==> src/rtl/calc_ctrl.sv <==
// ============================================================================
//  Module   : calc_ctrl
//  Brief    : Two-operand BCD key calculator controller with double-dabble output.
//             Define CALC_NEG_EN to show |A-B| with neg = 1 when A < B on subtract.
//  Revision : 1.0 - initial release
// ============================================================================
`default_nettype none

module calc_ctrl (
    input  logic       clk,
    input  logic       rst_n,
    input  logic [3:0] char,
    input  logic       flag,
    output logic [3:0] dig3,
    output logic [3:0] dig2,
    output logic [3:0] dig1,
    output logic [3:0] dig0,
    output logic       neg,
    output logic [1:0] state,
    output logic       busy
);

    typedef enum logic [1:0] {
        ST_OPA    = 2'd0,
        ST_OPB    = 2'd1,
        ST_BUSY   = 2'd2,
        ST_RESULT = 2'd3
    } state_t;

    localparam logic [1:0] OP_ADD = 2'd0;
    localparam logic [1:0] OP_SUB = 2'd1;
    localparam logic [3:0] LAST_STEP = 4'd14;

    state_t      state_q, state_d;
    logic        flag_q;
    logic [7:0]  a_q, a_d, b_q, b_d;
    logic [1:0]  op_q, op_d;
    logic [13:0] bin_q, bin_d;
    logic [15:0] bcd_q, bcd_d;
    logic [3:0]  cnt_q, cnt_d;
    logic        sign_q, sign_d;
    logic [15:0] dig_q, dig_d;
    logic        neg_q, neg_d;
    logic        busy_q, busy_d;

    logic        w_evt, w_is_digit, w_is_op, w_is_enter;
    logic [3:0]  w_op_full;
    logic [6:0]  w_a_bin, w_b_bin;
    logic [13:0] w_result;
    logic        w_sign;
    logic [15:0] w_adj, w_bcd_step;
    logic [13:0] w_bin_step;

    function automatic logic [15:0] add3(input logic [15:0] v);
        logic [15:0] r;
        r = v;
        for (int i = 0; i < 4; i++) begin
            if (r[4*i +: 4] >= 4'd5) r[4*i +: 4] = r[4*i +: 4] + 4'd3;
        end
        return r;
    endfunction

    always_comb begin
        w_evt      = flag ^ flag_q;
        w_is_digit = (char <= 4'd9);
        w_is_op    = (char >= 4'd10) && (char <= 4'd12);
        w_is_enter = (char == 4'd13);
        w_op_full  = char - 4'd10;
    end

    // Operands are kept in BCD; convert to binary only for the compute cycle.
    always_comb begin
        w_a_bin  = {3'd0, a_q[7:4]} * 7'd10 + {3'd0, a_q[3:0]};
        w_b_bin  = {3'd0, b_q[7:4]} * 7'd10 + {3'd0, b_q[3:0]};
        w_result = {7'd0, w_a_bin} + {7'd0, w_b_bin};
        w_sign   = 1'b0;
        if (op_q == OP_SUB) begin
            if (w_a_bin >= w_b_bin) begin
                w_result = {7'd0, w_a_bin} - {7'd0, w_b_bin};
            end else begin
`ifdef CALC_NEG_EN
                w_result = {7'd0, w_b_bin} - {7'd0, w_a_bin};
                w_sign   = 1'b1;
`else
                w_result = 14'd0;
`endif
            end
        end else if (op_q != OP_ADD) begin
            w_result = {7'd0, w_a_bin} * {7'd0, w_b_bin};
        end
    end

    always_comb begin
        w_adj      = add3(bcd_q);
        w_bcd_step = {w_adj[14:0], bin_q[13]};
        w_bin_step = {bin_q[12:0], 1'b0};
    end

    always_comb begin
        state_d = state_q;
        a_d     = a_q;
        b_d     = b_q;
        op_d    = op_q;
        bin_d   = bin_q;
        bcd_d   = bcd_q;
        cnt_d   = cnt_q;
        sign_d  = sign_q;
        dig_d   = dig_q;
        neg_d   = neg_q;
        busy_d  = busy_q;
        case (state_q)
            ST_OPA: begin
                if (w_evt && w_is_digit) begin
                    a_d   = {a_q[3:0], char};
                    dig_d = {8'h00, a_q[3:0], char};
                end else if (w_evt && w_is_op) begin
                    op_d    = w_op_full[1:0];
                    b_d     = 8'h00;
                    dig_d   = 16'h0000;
                    state_d = ST_OPB;
                end
            end
            ST_OPB: begin
                if (w_evt && w_is_digit) begin
                    b_d   = {b_q[3:0], char};
                    dig_d = {8'h00, b_q[3:0], char};
                end else if (w_evt && w_is_op) begin
                    op_d = w_op_full[1:0];
                end else if (w_evt && w_is_enter) begin
                    cnt_d   = 4'd0;
                    busy_d  = 1'b1;
                    state_d = ST_BUSY;
                end
            end
            ST_BUSY: begin
                // Step 0 computes the binary result; steps 1..14 shift it into BCD.
                if (cnt_q == 4'd0) begin
                    bin_d  = w_result;
                    bcd_d  = 16'h0000;
                    sign_d = w_sign;
                    cnt_d  = 4'd1;
                end else begin
                    bin_d = w_bin_step;
                    bcd_d = w_bcd_step;
                    cnt_d = cnt_q + 4'd1;
                    if (cnt_q == LAST_STEP) begin
                        dig_d   = w_bcd_step;
                        neg_d   = sign_q;
                        busy_d  = 1'b0;
                        state_d = ST_RESULT;
                    end
                end
            end
            default: begin
                if (w_evt && w_is_digit) begin
                    a_d     = {4'h0, char};
                    b_d     = 8'h00;
                    neg_d   = 1'b0;
                    dig_d   = {12'h000, char};
                    state_d = ST_OPA;
                end
            end
        endcase
    end

    always_ff @(posedge clk or negedge rst_n) begin
        if (!rst_n) begin
            state_q <= ST_OPA;
            flag_q  <= 1'b0;
            a_q     <= 8'h00;
            b_q     <= 8'h00;
            op_q    <= OP_ADD;
            bin_q   <= 14'd0;
            bcd_q   <= 16'h0000;
            cnt_q   <= 4'd0;
            sign_q  <= 1'b0;
            dig_q   <= 16'h0000;
            neg_q   <= 1'b0;
            busy_q  <= 1'b0;
        end else begin
            state_q <= state_d;
            flag_q  <= flag;
            a_q     <= a_d;
            b_q     <= b_d;
            op_q    <= op_d;
            bin_q   <= bin_d;
            bcd_q   <= bcd_d;
            cnt_q   <= cnt_d;
            sign_q  <= sign_d;
            dig_q   <= dig_d;
            neg_q   <= neg_d;
            busy_q  <= busy_d;
        end
    end

    assign dig3  = dig_q[15:12];
    assign dig2  = dig_q[11:8];
    assign dig1  = dig_q[7:4];
    assign dig0  = dig_q[3:0];
    assign neg   = neg_q;
    assign state = state_q;
    assign busy  = busy_q;

endmodule

`default_nettype wire

==> config.mk <==
export PLATFORM = sky130hd
export DESIGN_NAME = calc_ctrl
export DESIGN_NICKNAME = d
export VERILOG_FILES = /design/src/rtl/calc_ctrl.sv
export SDC_FILE = /design/constraint.sdc
export NUM_CORES = 1
export LEC_CHECK = 0
export BUFFER_PORTS_ARGS = -buffer_cell sky130_fd_sc_hd__buf_2
export CAP_MARGIN = 20
export CORE_MARGIN = 5
export CORE_UTILIZATION = 60
export CTS_BUF_LIST = sky130_fd_sc_hd__clkbuf_4 sky130_fd_sc_hd__clkbuf_8
export DETAILED_ROUTE_END_ITERATION = 6
export PLACE_DENSITY = 0.78
export SETUP_SLACK_MARGIN = 0.05
export SYNTH_ARGS = -nofsm -noshare
export SYNTH_HDL_FRONTEND = slang
export SYNTH_SLANG_ARGS = --single-unit
==> constraint.sdc <==
create_clock -name clk -period 11.6 [get_ports clk]
set_input_delay 2.9 -clock clk [delete_from_list [all_inputs] [get_ports clk]]
set_output_delay 2.9 -clock clk [all_outputs]
set_load 0.1 [all_outputs]
==> results of run 1 <==
## stage by stage
step           cells  hold WS (ns)  setup slack [ns]
2_1_floorplan    720         0.450              6.12
3_3_place_gp     854         0.458              5.86
3_5_place_dp     854         0.466              5.71
4_1_cts          870         0.484              5.69
5_1_grt          871         0.505              5.32
6_report         871         0.482              5.69
## worst min-delay path, delay by kind of cell (launching register included)
family	cells	cell delay, ns
AO/OA/AOI/OAI	1	0.05
AND/OR/NAND/NOR	1	0.05
flip-flops	1	0.35
## final cells by class
type                            instances  area (µm²)  area share
Clock buffer                           10         131      0.0197
Clock inverter                          6        67.6      0.0101
Inverter                               76         285      0.0428
Multi-Input combinational cell        543        4060       0.609
Sequential cell                        72        1800       0.270
Tap cell                              136         170      0.0255
Timing Repair Buffer                   28         155      0.0233
## layer usage
metal | vias up | GRT usage | share of wire
met5 | - | 0 | 0
met4 | 0 | 0.0873 | 0.033
met3 | 37 | 0.0383 | 0.044
met2 | 160 | 0.381 | 0.48
met1 | 2549 | 0.315 | 0.44
li1 | 2498 | - | -
## logic make-up after synthesis
logic type	synth area share
flops	0.287
mux	0.0144
simple gates	0.156
fa+ha+maj	0.241
other cells	0.000598
xor+xnor	0.0447
compound gates	0.190
buf+inv	0.0656
## placed cells by master, fill, tap and decap left out, drive strengths merged, types with 19 or more instances in the layout
cell type and n:
xnor2 19, ha 73, nand2 89, nor2 57, a21oi 28, buf 28
fa 30, dfrtp 72, inv 77, o21ai 66
## registers in the layout, indices dropped and copies added (netlist names)
signal and cells:
bcd_q 16, dig_q 16, bin_q 14, a_q 8
b_q 8, cnt_q 4, op_q 2, state 2
busy 1, flag_q 1
## path summary, 6_finish.rpt
| kind | endpoint | slack, ns | cells past startpoint | startpoint |
|---|---|---|---|---|
| min reg2reg | dig_q[9] | 0.48 | 2 | dig_q[9] |
| min | dig_q[9] | 0.48 | 2 | dig_q[9] |
| min in group asynchronous | bcd_q[14] | 2.73 | 2 | rst_n |
| max reg2reg | bin_q[13] | 5.69 | 22 | b_q[5] |
| max | bin_q[13] | 5.69 | 22 | b_q[5] |
| max in group asynchronous | a_q[1] | 8.26 | 2 | rst_n |
==> results.txt, run 1 <==
Type of the worst min-delay path: reg -> reg. For the finished layout, the period the worst path requires is 5.91 ns. After detailed routing, the number of remaining DRC violations is 0. The signal on the critical path passes through ha_1 > ha_1 > fa_1 > nand2_1 > nor2_1 > xnor2_1 > inv_1 > nand2_1 > fa_1 > fa_1 > inv_1 > fa_1 > inv_1 > fa_1 > inv_1 > ha_1 > nor2_1 > a22oi_1 > nand4_1 > o21ai_0 > xnor2_1 > o32ai_1. Post-CTS timing repair inserted 0 buffers for setup. The commonest cells after synthesis are sky130_fd_sc_hd__nand2_1 (89), sky130_fd_sc_hd__inv_1 (76), sky130_fd_sc_hd__ha_1 (73), sky130_fd_sc_hd__dfrtp_1 (72), sky130_fd_sc_hd__o21ai_0 (63). Summed over all instances, the cell type with the most area after synthesis is sky130_fd_sc_hd__dfrtp_1.

Maximum fanout encountered on the critical timing path: 7. Among all cell types in the netlist, the one instantiated most often is sky130_fd_sc_hd__nand2_1. In this run the tool buffered the top-level ports with 25 buffer cells. Across the run, the number of max-cap violations was 0. The first global-routing pass estimated 24200 µm of wire. By area the synthesized netlist is led by sky130_fd_sc_hd__dfrtp_1 (29%), sky130_fd_sc_hd__ha_1 (15%), sky130_fd_sc_hd__fa_1 (9.6%). The run gives 0 as the quantity of hold-fixing buffers added after cts. Most repeated library cell on the critical path: sky130_fd_sc_hd__fa_1. Synthesis instantiated 56 different standard cells from the library. The layout net count is 840, and the sum of negative setup slack is 0 ns. Summing all placed instances gives a cell area of 6460 µm². The average via count per standard cell is 6.02, and the global route total overflow is 0. The final routed wire length divided by cell count is 16.6 µm, and the number of flops mapped to enable cells by yosys is 0. The clock latency of the later-clocked register in the worst-skew pair was 0.37 ns; the data required time at the worst endpoint was 11.86 ns. The cell row count was 37; the remaining antenna violation count after routing was 0. The fraction of post-synthesis cell area in the top cell type by area is 0.287. Data arrives at the worst endpoint at 6.17 ns.

The total wirelength of the detailed-routed design was 14500 µm; the number of buffers on the longest clock path was 2. The count of boundary I/O pins is 27. The die is 112 µm tall.

Synthesis handed over a netlist of 720 instances. The number of buffers and inverters on the critical path is 4. The tools report the initial core utilization as 0.610. The final RePlAce weighted congestion was 0.904; the number of failing setup endpoints in the final timing report was 0.

Setup repair after global routing left no endpoint under its margin. The sort of element at the end of the critical path is a flip-flop. Among cell families on the critical path, the largest total delay comes from adder cells. For the worst setup skew after layout, the log shows 0.0132 ns.

The fraction of registers with async set/reset is 1.00. The cell at the slowest stage of the critical path was sky130_fd_sc_hd__fa_1. Based on the critical path, the design can be clocked at up to 169 MHz.

The post-synthesis net count is 830, and the post-route clock period utilization is 0.509. The number of antenna violations at the first check in global routing is 0, and the HPWL after detailed placement is 11300 µm. CTS built an H-tree with a depth of 3.

The area growth from synthesis to layout was 6.40%; the remaining max-slew budget at the tightest pin was 0.392. Detailed routing inserted a total of 5244 vias. The die area was 12600 µm². TritonCTS built the clock tree. By startpoint and endpoint, the worst setup path is classified as reg -> reg. The horizontal extent of the die is 112 µm. Counting flops and latches in the post-synthesis netlist gives 72. The count of cells resized by post-cts repair is 0.

The standard cell core area is 10300 µm². The worst setup path is launched from a flip-flop. The final design utilization was 0.649. The tools report the via count of the first global-routing pass as 4950. The final hold violation count is 0. The tools report the number of max-slew violations in the final report as 0. Counting the fill cells in the layout gives 875.

TritonCTS created 9 clock buffers. Among all flip-flop cells after synthesis, the most frequent one is sky130_fd_sc_hd__dfrtp_1. Entering global routing, the biggest net connects 73 pins. Initial detailed-routing violation count: 571. The tools report the sequential share of the synthesized area as 0.287. The flow ran to the end, and the final reports show no timing, DRC or antenna violations. The fraction of layout instances using a drive strength above 1 is 0.0803. The mean area per synthesized cell was 8.71 µm²; the diode insertion count for antenna repair was 0.

At the pin with the least slew margin, the transition time is 0.911 ns. For the global router's overall resource usage, the log shows 0.234. In this run the cell area of the synthesized design comes to 6270 µm². For this run, the slowest stage of the critical path takes 0.55 ns. Final design area excluding fillers: 6670 µm². In this run the clock root is driven by a sky130_fd_sc_hd__clkbuf_8. Clock-pin slew was measured on the worst setup and hold paths at 0.08 ns. The CTS sink count was 72. Yosys printed 0 warnings. The first TritonRoute pass finished after 5 iterations.
Power of run 1 is not shown: default switching activity piles up to over one toggle a cycle in this logic, so the estimate is an artifact.
==> run 2: changes to the inputs <==
--- a/config.mk
+++ b/config.mk
@@ -5,6 +5,7 @@
 export SDC_FILE = /design/constraint.sdc
 export NUM_CORES = 1
 export LEC_CHECK = 0
+export ABC_AREA = 1
 export BUFFER_PORTS_ARGS = -buffer_cell sky130_fd_sc_hd__buf_2
 export CAP_MARGIN = 20
 export CORE_MARGIN = 5
==> constraint.sdc (replaced) <==
create_clock -name clk -period 5.65 [get_ports clk]
set_input_delay 1.4125 -clock clk [delete_from_list [all_inputs] [get_ports clk]]
set_output_delay 1.4125 -clock clk [all_outputs]
set_load 0.1 [all_outputs]
==> run 2 against run 1 <==
Effect of this change: hold slack better by 0.0022 ns; first-iteration DRC count is 19% lower; flip-flop and latch count stayed put; critical path type unchanged; wire length is 5.4% higher; via count is 9.3% higher; highest routed layer unchanged; global-route usage is 1.2 points higher; utilization is 0.40 points higher; die area is 4.5% higher; sequential share of layout area is 1.4 points lower; clock skew is 0.0062 ns lower; non-clock buffer count is 7 higher; cell count is 22% higher.
==> results.txt, run 2 <==
By area the synthesized netlist is led by sky130_fd_sc_hd__dfrtp_1 (27%), sky130_fd_sc_hd__ha_1 (14%), sky130_fd_sc_hd__nand2_1 (12%). At the worst endpoint, the required time is 5.90 ns. The number of max-slew violations in the final report is 0. In the final layout, the registers with the most flip-flops are bcd_q x16, dig_q x16, bin_q x14.

Input and output buffers added on the ports amount to 25. The routed layout has 5730 vias. Most repeated cell in the gate-level netlist after synthesis: sky130_fd_sc_hd__nand2_1. For the global router's overall resource usage, the log shows 0.246.

Clock latency of the later-clocked register in the worst-skew pair: 0.36 ns. For the via count of the first global-routing pass, the log shows 5641. The met1 demand-to-capacity share in global routing was 0.328.

On the final layout, the worst clock skew is 0.00699 ns. The die covers 13200 µm². The number of nets handed over by synthesis was 998. The Yosys warning count is 0. Sum of negative setup slack: 0 ns. The average via count per standard cell works out to 5.41. The total overflow left after global routing is 0. The run gives 26100 µm as the wire length of the first global-routing pass. Met3 global-route usage: 0.0423.

The min-delay analysis places its worst path in the category reg -> reg. Setup repair after global routing left no endpoint under its margin. For the remaining antenna violation count after routing, the log shows 0. The fraction of post-synthesis cell area in the top cell type by area was 0.274. Counting I/O delays and the setup requirement, the final critical path takes 5.29 ns. The fraction of layout instances using a drive strength above 1 is 0.0914. The run gives 9 as the number of buffers added by the clock tree synthesis step. In this design, the stage delay of the slowest critical-path cell is 0.56 ns. The run finished with clean final reports. Setup violations remaining at the end of the flow were counted as 0. The most repeated library cell on the critical path was sky130_fd_sc_hd__inv_1. For the number of antenna violations at the first check in global routing, the log shows 0. Leaving out fill and tap cells, the most frequent cell in the layout is sky130_fd_sc_hd__nand2_1. The logs give 0 for the number of design rule violations left after detail routing and 15200 µm for the total wirelength of the detailed-routed design. The synthesized netlist contains 37 unique library cells. The clock root buffer is sky130_fd_sc_hd__clkbuf_8. By count the netlist is led by sky130_fd_sc_hd__nand2_1 (219), sky130_fd_sc_hd__inv_1 (146), sky130_fd_sc_hd__nor2_1 (76), sky130_fd_sc_hd__ha_1 (73), sky130_fd_sc_hd__dfrtp_1 (72). In this run, synthesis inferred 0 flip-flops with an integrated enable. The y dimension of the die is 115 µm. The post-route clock period utilization works out to 0.937.

met2 is the most crowded layer. The final routed wire length divided by cell count works out to 14.4 µm. The run gives 2 as the number of buffers on the longest clock path. The run gives 0.610 as the initial core utilization. TritonCTS built the clock tree.

The die is 115 µm wide. The pin slew with the least headroom to its limit came out at 0.900 ns. The floorplan has 38 rows.

The sequential share of the synthesized area is 0.274. The pre-antenna-repair detailed-routing pass consisted of 7 iterations. For the synthesized cell area, the log shows 6580 µm². The first routing iteration left 460 violations. The clock drives 72 sinks. The final hold violation count was 0.

The standard cell core area came out at 10800 µm². The tool flagged a number of max-cap violations equal to 0. The library cells used most frequently in the layout, excluding fill and tap cells, are sky130_fd_sc_hd__nand2_1 (218), sky130_fd_sc_hd__inv_1 (146), sky130_fd_sc_hd__nor2_1 (76).

sky130_fd_sc_hd__dfrtp_1 takes more of the synthesized area than any other cell. Along the worst path, the maximum fanout reaches 4. The cell at the slowest stage of the critical path is sky130_fd_sc_hd__fa_1. After legalization and detailed placement, the total HPWL measured 12000 µm. The count of boundary I/O pins is 27, and the layout net count is 1024. The worst setup path is captured at a flip-flop. Entering global routing, the biggest net connects 73 pins. Averaged over all synthesized cells, the footprint is 7.41 µm².

Routability-driven placement finished with a final weighted congestion of 0.921. After technology mapping, the gate count stands at 888. STA classifies the critical path startpoint as a flip-flop. The remaining max-slew budget at the tightest pin is 0.400, and the area growth from synthesis to layout is 7.17%. The clock tree synthesis step divided the H-tree into 3 levels. For the met2 usage, the log shows 0.402. The number of flip-flops and latches in the synthesized netlist was 72; the maximum clock rate was 189 MHz.

The fraction of registers with async set/reset works out to 1.00. The predominant post-synthesis flop cell is sky130_fd_sc_hd__dfrtp_1. For the worst setup path, the data arrival time is 5.55 ns. The run gives 0 as the diode insertion count for antenna repair.

The critical path start-end classification was reg -> reg. The clock-pin slew of the registers on the worst-case setup and hold paths came out at 0.07 ns.
run 2: cell types whose count changed in the layout (fill, tap and decap cells not counted), sizes merged, moves of 9 or more:
cell   previous run  this run
nor2             57        79
inv              77       148
nand2            89       222
nor2b            10         0
a21o              9         0
nand3            16        66
o31ai            15         5
xnor2            19         4
nand4             3        13
run 2: area by class of cell:
class	instances	area (µm²)
Sequential cell	72	1800
Tap cell	140	175
Clock buffer	13	160
Multi-Input combinational cell	648	4140
Fill cell	946	3740
Clock inverter	3	17.5
Inverter	148	556
Timing Repair Buffer	35	203
run 2: final timing paths:
check                      depth (start not counted)  startpoint       end  slack (ns)
setup / recovery                                  25      b_q[5]  bin_q[7]        0.36
hold reg to reg                                    2    dig_q[3]  dig_q[3]        0.48
min in group asynchronous                          1       rst_n    a_q[1]        1.16
max in group asynchronous                          1       rst_n  bin_q[6]        3.89
setup reg to reg                                  25      b_q[5]  bin_q[7]        0.36
hold / removal                                     2    dig_q[3]  dig_q[3]        0.48
run 2: worst max-delay path: cells and delay by family (launching register included):
family / cells / cell delay, ns
adders and majority gates: 8 / 3.31
and+or+nand+nor: 9 / 0.74
xor gates and xnor gates: 1 / 0.17
DFF: 1 / 0.41
buffers and inverters: 6 / 0.39
AOI/OAI and AO/OA: 1 / 0.18
run 2: kinds of logic after synthesis:
group / Yosys count / share of synthesized area
compound gates: 135 / 0.118
fa+ha+maj: 103 / 0.230
other cells: 1 / 0.000570
simple gates: 391 / 0.253
flops: 72 / 0.274
buf+inv: 168 / 0.100
xor+xnor: 18 / 0.0240
run 2: through the flow:
stage | cells | setup slack, ns | hold slack (ns) | util | instance area (µm²)
5_1_grt | 1059 | 0.0368 | 0.515 | 0.653 | 7050
6_report | 1059 | 0.355 | 0.485 | 0.653 | 7050
2_1_floorplan | 888 | 0.454 | 0.444 | - | 6580
3_5_place_dp | 1042 | 0.238 | 0.466 | 0.634 | 6850
4_1_cts | 1058 | 0.199 | 0.484 | 0.651 | 7020
3_3_place_gp | 1042 | 0.319 | 0.459 | 0.634 | 6850
run 2: what timing repair did:
item / in CTS / in global routing
gates resized for setup: 0 / 4
hold buffers: 0 / 0
buffers inserted: 0 / 1
hold endpoints to repair: 0 / 0
setup endpoints to repair: 0 / 7
run 2: routing by layer:
layer	vias to the layer above	wire (µm)
li1	2903	-
met1	2640	7000
met2	152	7070
met3	35	786
met4	0	395
met5	-	0
Power of run 2 is left out for the same reason.
